<file path="config.mk">
export PLATFORM = sky130hd
export DESIGN_NAME = multicycle_processor
export DESIGN_NICKNAME = d
export VERILOG_FILES = /design/src/rtl/proc_pkg.sv /design/src/rtl/seq_multiplier.sv /design/src/rtl/multicycle_processor.sv
export SDC_FILE = /design/constraint.sdc
export NUM_CORES = 1
export LEC_CHECK = 0
export ABC_AREA = 1
export CAP_MARGIN = 20
export CORE_ASPECT_RATIO = 2
export CORE_MARGIN = 4
export CORE_UTILIZATION = 30
export CTS_CLUSTER_SIZE = 12
export DETAILED_ROUTE_END_ITERATION = 7
export DONT_BUFFER_PORTS = 1
export SYNTH_ARGS = -nofsm -noshare
export SYNTH_HDL_FRONTEND = slang
export SYNTH_SLANG_ARGS = --single-unit
</file>
<file path="constraint.sdc">
create_clock -name CLK -period 4.7 [get_ports CLK]
set_input_delay 0.94 -clock CLK [delete_from_list [all_inputs] [get_ports CLK]]
set_output_delay 0.94 -clock CLK [all_outputs]
set_load 0.03 [all_outputs]
</file>
<file path="src/rtl/proc_pkg.sv">
// proc_pkg: opcode encodings and FSM state type shared by the multicycle core.
package proc_pkg;
  localparam logic [3:0] OP_ADD  = 4'h0;
  localparam logic [3:0] OP_SUB  = 4'h1;
  localparam logic [3:0] OP_AND  = 4'h2;
  localparam logic [3:0] OP_OR   = 4'h3;
  localparam logic [3:0] OP_LDI  = 4'h4;
  localparam logic [3:0] OP_LD   = 4'h5;
  localparam logic [3:0] OP_ST   = 4'h6;
  localparam logic [3:0] OP_BEQZ = 4'h7;
  localparam logic [3:0] OP_JMP  = 4'h8;
  localparam logic [3:0] OP_MUL  = 4'h9;
  localparam logic [3:0] OP_HALT = 4'hf;
  typedef enum logic [2:0] {FETCH, DECODE, EXEC, MEM, WB, HALTED} state_t;
endpackage

</file>
<file path="src/rtl/seq_multiplier.sv">
// seq_multiplier: shift-add multiplier, one bit per cycle, W cycles from start to the done cycle.
module seq_multiplier #(
  parameter int W = 10
) (
  input  logic         clk,
  input  logic         rst,
  input  logic         start,
  input  logic [W-1:0] a,
  input  logic [W-1:0] b,
  output logic         done,
  output logic [W-1:0] product
);
  localparam int CW = $clog2(W + 1);
  logic [W-1:0] mc, mp;
  logic [CW-1:0] cnt;
  logic busy;
  // done is combinational so the caller leaves its wait state on the edge that takes the last step
  assign done = busy && cnt == CW'(1);
  always_ff @(posedge clk) begin
    if (rst) begin
      busy <= 1'b0;
      cnt <= '0;
      mc <= '0;
      mp <= '0;
      product <= '0;
    end else if (start && !busy) begin
      product <= b[0] ? a : '0;
      mc <= a << 1;
      mp <= b >> 1;
      cnt <= CW'(W - 1);
      busy <= 1'b1;
    end else if (busy) begin
      product <= product + (mp[0] ? mc : '0);
      mc <= mc << 1;
      mp <= mp >> 1;
      cnt <= cnt - 1'b1;
      busy <= cnt != CW'(1);
    end
  end
endmodule

</file>
<file path="src/rtl/multicycle_processor.sv">
// multicycle_processor: FSM core with handshaked instruction/data memories; define MUL_EN to build the multiplier.
module multicycle_processor
  import proc_pkg::*;
#(
  parameter int                DATA_W   = 10,
  parameter int                NUM_REGS = 8,
  parameter logic [DATA_W-1:0] RESET_PC = '0
) (
  input  logic              CLK,
  input  logic              RESET,
  output logic              IMEM_REQ,
  output logic [DATA_W-1:0] IMEM_ADDR,
  input  logic              IMEM_ACK,
  input  logic [DATA_W-1:0] IMEM_RDATA,
  output logic              DMEM_REQ,
  output logic              DMEM_WE,
  output logic [DATA_W-1:0] DMEM_ADDR,
  output logic [DATA_W-1:0] DMEM_WDATA,
  input  logic              DMEM_ACK,
  input  logic [DATA_W-1:0] DMEM_RDATA,
  output logic [DATA_W-1:0] PC_OUT,
  output logic              RETIRE,
  output logic              HALT
);
  localparam int RAW = $clog2(NUM_REGS);
  localparam int IMW = DATA_W - 4 - RAW;
  state_t state;
  logic [DATA_W-1:0] pc, ir, op_d, op_s, result, alu, mul_p;
  logic [DATA_W-1:0] regs [NUM_REGS];
  logic [3:0] opc;
  logic [RAW-1:0] rd, rs;
  logic mul_done, wen;
  assign opc = ir[DATA_W-1 -: 4];
  assign rd = ir[DATA_W-5 -: RAW];
  assign rs = ir[DATA_W-5-RAW -: RAW];
  assign IMEM_ADDR = pc;
  assign PC_OUT = pc;
  assign HALT = state == HALTED;
`ifdef MUL_EN
  localparam bit HAS_MUL = 1'b1;
  seq_multiplier #(.W(DATA_W)) u_mul (
    .clk(CLK), .rst(RESET), .start(state == EXEC && opc == OP_MUL),
    .a(op_d), .b(op_s), .done(mul_done), .product(mul_p)
  );
`else
  localparam bit HAS_MUL = 1'b0;
  assign mul_done = 1'b1;
  assign mul_p = '0;
`endif
  assign wen = opc < OP_ST || (HAS_MUL && opc == OP_MUL);
  // LDI has no rs operand, so its immediate is every bit below rd
  always_comb
    alu = opc == OP_ADD ? op_d + op_s :
          opc == OP_SUB ? op_d - op_s :
          opc == OP_AND ? op_d & op_s :
          opc == OP_OR  ? op_d | op_s : DATA_W'(ir[IMW-1:0]);
  always_ff @(posedge CLK) begin
    if (RESET) begin
      state <= FETCH;
      pc <= RESET_PC;
      ir <= '0;
      op_d <= '0;
      op_s <= '0;
      result <= '0;
      IMEM_REQ <= 1'b0;
      DMEM_REQ <= 1'b0;
      DMEM_WE <= 1'b0;
      DMEM_ADDR <= '0;
      DMEM_WDATA <= '0;
      RETIRE <= 1'b0;
      for (int i = 0; i < NUM_REGS; i++) regs[i] <= '0;
    end else begin
      RETIRE <= 1'b0;
      case (state)
        FETCH:
          if (IMEM_REQ && IMEM_ACK) begin
            ir <= IMEM_RDATA;
            IMEM_REQ <= 1'b0;
            state <= DECODE;
          end else IMEM_REQ <= 1'b1;
        DECODE: begin
          op_d <= regs[rd];
          op_s <= regs[rs];
          state <= EXEC;
        end
        EXEC: begin
          result <= alu;
          if (opc == OP_LD || opc == OP_ST) begin
            DMEM_REQ <= 1'b1;
            DMEM_WE <= opc == OP_ST;
            DMEM_ADDR <= op_s;
            DMEM_WDATA <= op_d;
            state <= MEM;
          end else if (opc == OP_HALT) begin
            RETIRE <= 1'b1;
            state <= HALTED;
          end else if (opc != OP_MUL || mul_done) begin
            RETIRE <= 1'b1;
            state <= WB;
          end
        end
        MEM:
          if (DMEM_ACK) begin
            result <= DMEM_RDATA;
            DMEM_REQ <= 1'b0;
            DMEM_WE <= 1'b0;
            RETIRE <= 1'b1;
            state <= WB;
          end
        WB: begin
          if (wen) regs[rd] <= opc == OP_MUL ? mul_p : result;
          pc <= opc == OP_BEQZ && op_d == '0 ? op_s :
                opc == OP_JMP ? DATA_W'(ir[DATA_W-5:0]) : pc + 1'b1;
          IMEM_REQ <= 1'b1;
          state <= FETCH;
        end
        default: ;
      endcase
    end
  end
endmodule
</file>
==> metrics.cfg <==
[sta]
fmax_mhz = 353
drv_slew = 0
relSlewSlack_pct = 34.1
finalHoldViolations = 0
setup_viol = 0
period_share_pct = 60.2
min_period_ns = 2.83
finClkSkew_ns = 0.0160
tightestPinTransition_ns = 0.985
setup_tns_ns = 0
rsz0062_at_grt = no

[grt]
grt_pass1_vias = 7665
grt_pass1_wl_um = 46200
antenna_found_initial = 0
gr-usage-all-layers_pct = 19.6
grt_max_degree = 65
grt-ovfl-total = 0

[synth]
yosys-top-cells-area = edfxtp_1, dfxtp_1, o21ai_0
synth_area_leader_cell = edfxtp_1
ys.flop_type = edfxtp_1
ys_ff_latch = 157
netlist_instances = 1118
async_flop_share_pct = 0
syn_area_um2 = 8740
synth.distinct_cells = 46
syn_nets = 1174
synth_seq_area_share_pct = 45.1
synth_enable_flop_cells = 80
syn_avg_cell_area_um2 = 7.82
synth_top_area_share_pct = 27.5
synth_warnings = 0

[clock_network]
ctsHoldBuffers = 0
cts_resized = 0
cts_max_level = 4
insertion_delay_ns = 0.45
clock-root-buffer = clkbuf_16
cts_setup_buffers = 0
clkSlewWorstSetupHoldPaths_ns = 0.07
cts_buffers = 17
cts_tree = done
clock_sinks = 157
clock_path_buffers = 2

[power]
p_comb_share_pct = 38.6
cell_internal_pwr_mw = 2.91
swShare_pct = 44.4
p_switching_mw = 2.32
powerDensity_nw_per_um2 = 552
clkPwrFrac_pct = 26.8
p_leak_nw = 3.53
ir_worst_vdd_v = 0.000262
seq_power_share_pct = 34.6

[routing]
drtPass1Iterations = 5
wire_per_inst_um = 22.0
wirelength_um = 31800
drtIter0Drc = 488
drc = 0
num_vias = 7751
drtAntennaViolNets = 0
vias_per_cell = 5.37

[setup_path]
cp_slowest_cell = inv_1
crit_path_start_kind = flip-flop
ff2ff_setup_slack_ns = 1.87
crit_chain = buf_4 > inv_1 > nor2_2 > nand2_1 > nand2_1
cpMostUsedCell = nand2_1
cp_max_fo = 60
crit_type = reg2reg
arrival_ns = 2.93
cpPeakStageDelay_ns = 0.49
crit_family = simple AND/OR/NAND/NOR gates
cp-end-kind = flip-flop
worst-path-buf-inv = 2
required_ns = 4.80

[die]
coreArea_um2 = 28800
die_w_um = 129
die_y_um = 249
num_rows = 88
start_util_pct = 30.3
die_area_um2 = 32100
ioPinCount = 69

[layout]
area_delta_synth_final_pct = 8.53
drive_gt1_share_pct = 5.63
fillers = 3044
fin_cells = 1444
fin_nets = 1126

[place]
dp_cells = 1411
dp_hpwl_um = 25300
place_congestion = 1.01
io_buffers = 0

[run]
cap_violations = 0

[worst_hold_path]
hold_class = reg2reg

[status]
outcome = finished, final reports clean

-- through the flow --
stage          setup slack [ns]  hold WS [ns]  cell area, um^2  util [%]  power, mW
2_1_floorplan              2.57         0.462             8740         -       3.16
3_3_place_gp               1.94         0.466             8890      30.8       3.81
3_5_place_dp               1.90         0.470             8890      30.8       3.82
4_1_cts                    1.89         0.481             9480      32.9       5.22
5_1_grt                    1.70         0.503             9480      32.9       5.50
6_report                   1.87         0.485             9490      32.9       5.24
-- sequential cells by signal, indices dropped and copies added, names as in the netlist --
signal	cells
regs	80
DMEM_ADDR	10
DMEM_WDATA	10
IMEM_ADDR	10
ir	10
op_d	10
op_s	10
result	10
state	3
DMEM_REQ	1
DMEM_WE	1
IMEM_REQ	1
RETIRE	1
-- logic make-up (layout without fill, tap and decap cells) --
family          count (synthesis)  in the layout  synth area share (%)
compound gates                334            334                  21.5
xor+xnor                        7              7                 0.701
fa+ha+maj                      32             32                  4.75
buf+inv                       193            158                  9.16
flops                         157            157                  45.1
other cells                     0              1                     0
simple gates                  395            395                  18.7
-- worst paths after layout --
check | startpoint | to | cells past startpoint
setup / recovery | ir[3] | regs[5][8] | 5
setup reg to reg | ir[3] | regs[5][8] | 5
hold / removal | op_s[4] | op_s[4] | 2
hold reg to reg | op_s[4] | op_s[4] | 2
-- worst reg2reg max path: cells and delay by family (launching register included) --
family / cells / cell delay, ns
DFF: 1 / 0.31
and+or+nand+nor: 3 / 1.24
buffers and inverters: 2 / 0.95
-- per-layer routing --
metal | GRT usage (%) | up-vias | part of all wire, %
li1 | - | 3700 | -
met1 | 15.3 | 3655 | 29
met2 | 37.9 | 257 | 56
met3 | 3.30 | 139 | 3.3
met4 | 18.9 | 0 | 12
met5 | 0 | - | 0
-- cell type report --
type / instances / area [um^2] / share of cell area (%)
antenna: 1 / 2.50 / 0.0264
inverter: 120 / 450 / 4.75
clock inverter: 15 / 169 / 1.78
tap: 360 / 450 / 4.75
sequential: 157 / 3950 / 41.6
clock buffer: 17 / 425 / 4.48
timing repair buffer: 6 / 45.0 / 0.475
multi-input combinational: 768 / 4000 / 42.2
-- Yosys cell counts (all sizes together), types with 4 or more instances --
cell / instances
nand2: 173
o21ai: 140
edfxtp: 80
o211ai: 42
nor2: 150
nor3: 4
nand4: 8
nand3: 50
buf: 32
a31oi: 10
xor2: 7
clkbuf: 41
a21oi: 114
dfxtp: 77
inv: 118
a41oi: 4
or2: 6
o22ai: 4
ha: 30
-- power by group through the flow --
stage | clock [mW] | sequential, mW | combinational (mW)
after floorplan | 0 | 1.76 | 1.41
after global placement | 0 | 1.83 | 1.98
after detailed placement | 0 | 1.84 | 1.99
after CTS | 1.41 | 1.81 | 2.00
after global routing | 1.47 | 1.83 | 2.19
final | 1.40 | 1.81 | 2.02
-- placed cells by master (no fill, tap or decap), types with 5 or more instances in the layout --
cell	instances
buf_4	6
edfxtp_1	80
inv_1	115
nor2_1	142
nand3_1	50
dfxtp_1	76
o21ai_0	139
xor2_1	7
nand2_1	171
a21oi_1	114
o211ai_1	42
inv_8	5
ha_1	30
nand4_1	8
nor2_2	7
clkbuf_16	17
or2_2	5
a31oi_1	10
(Power assumes the default switching activity.)
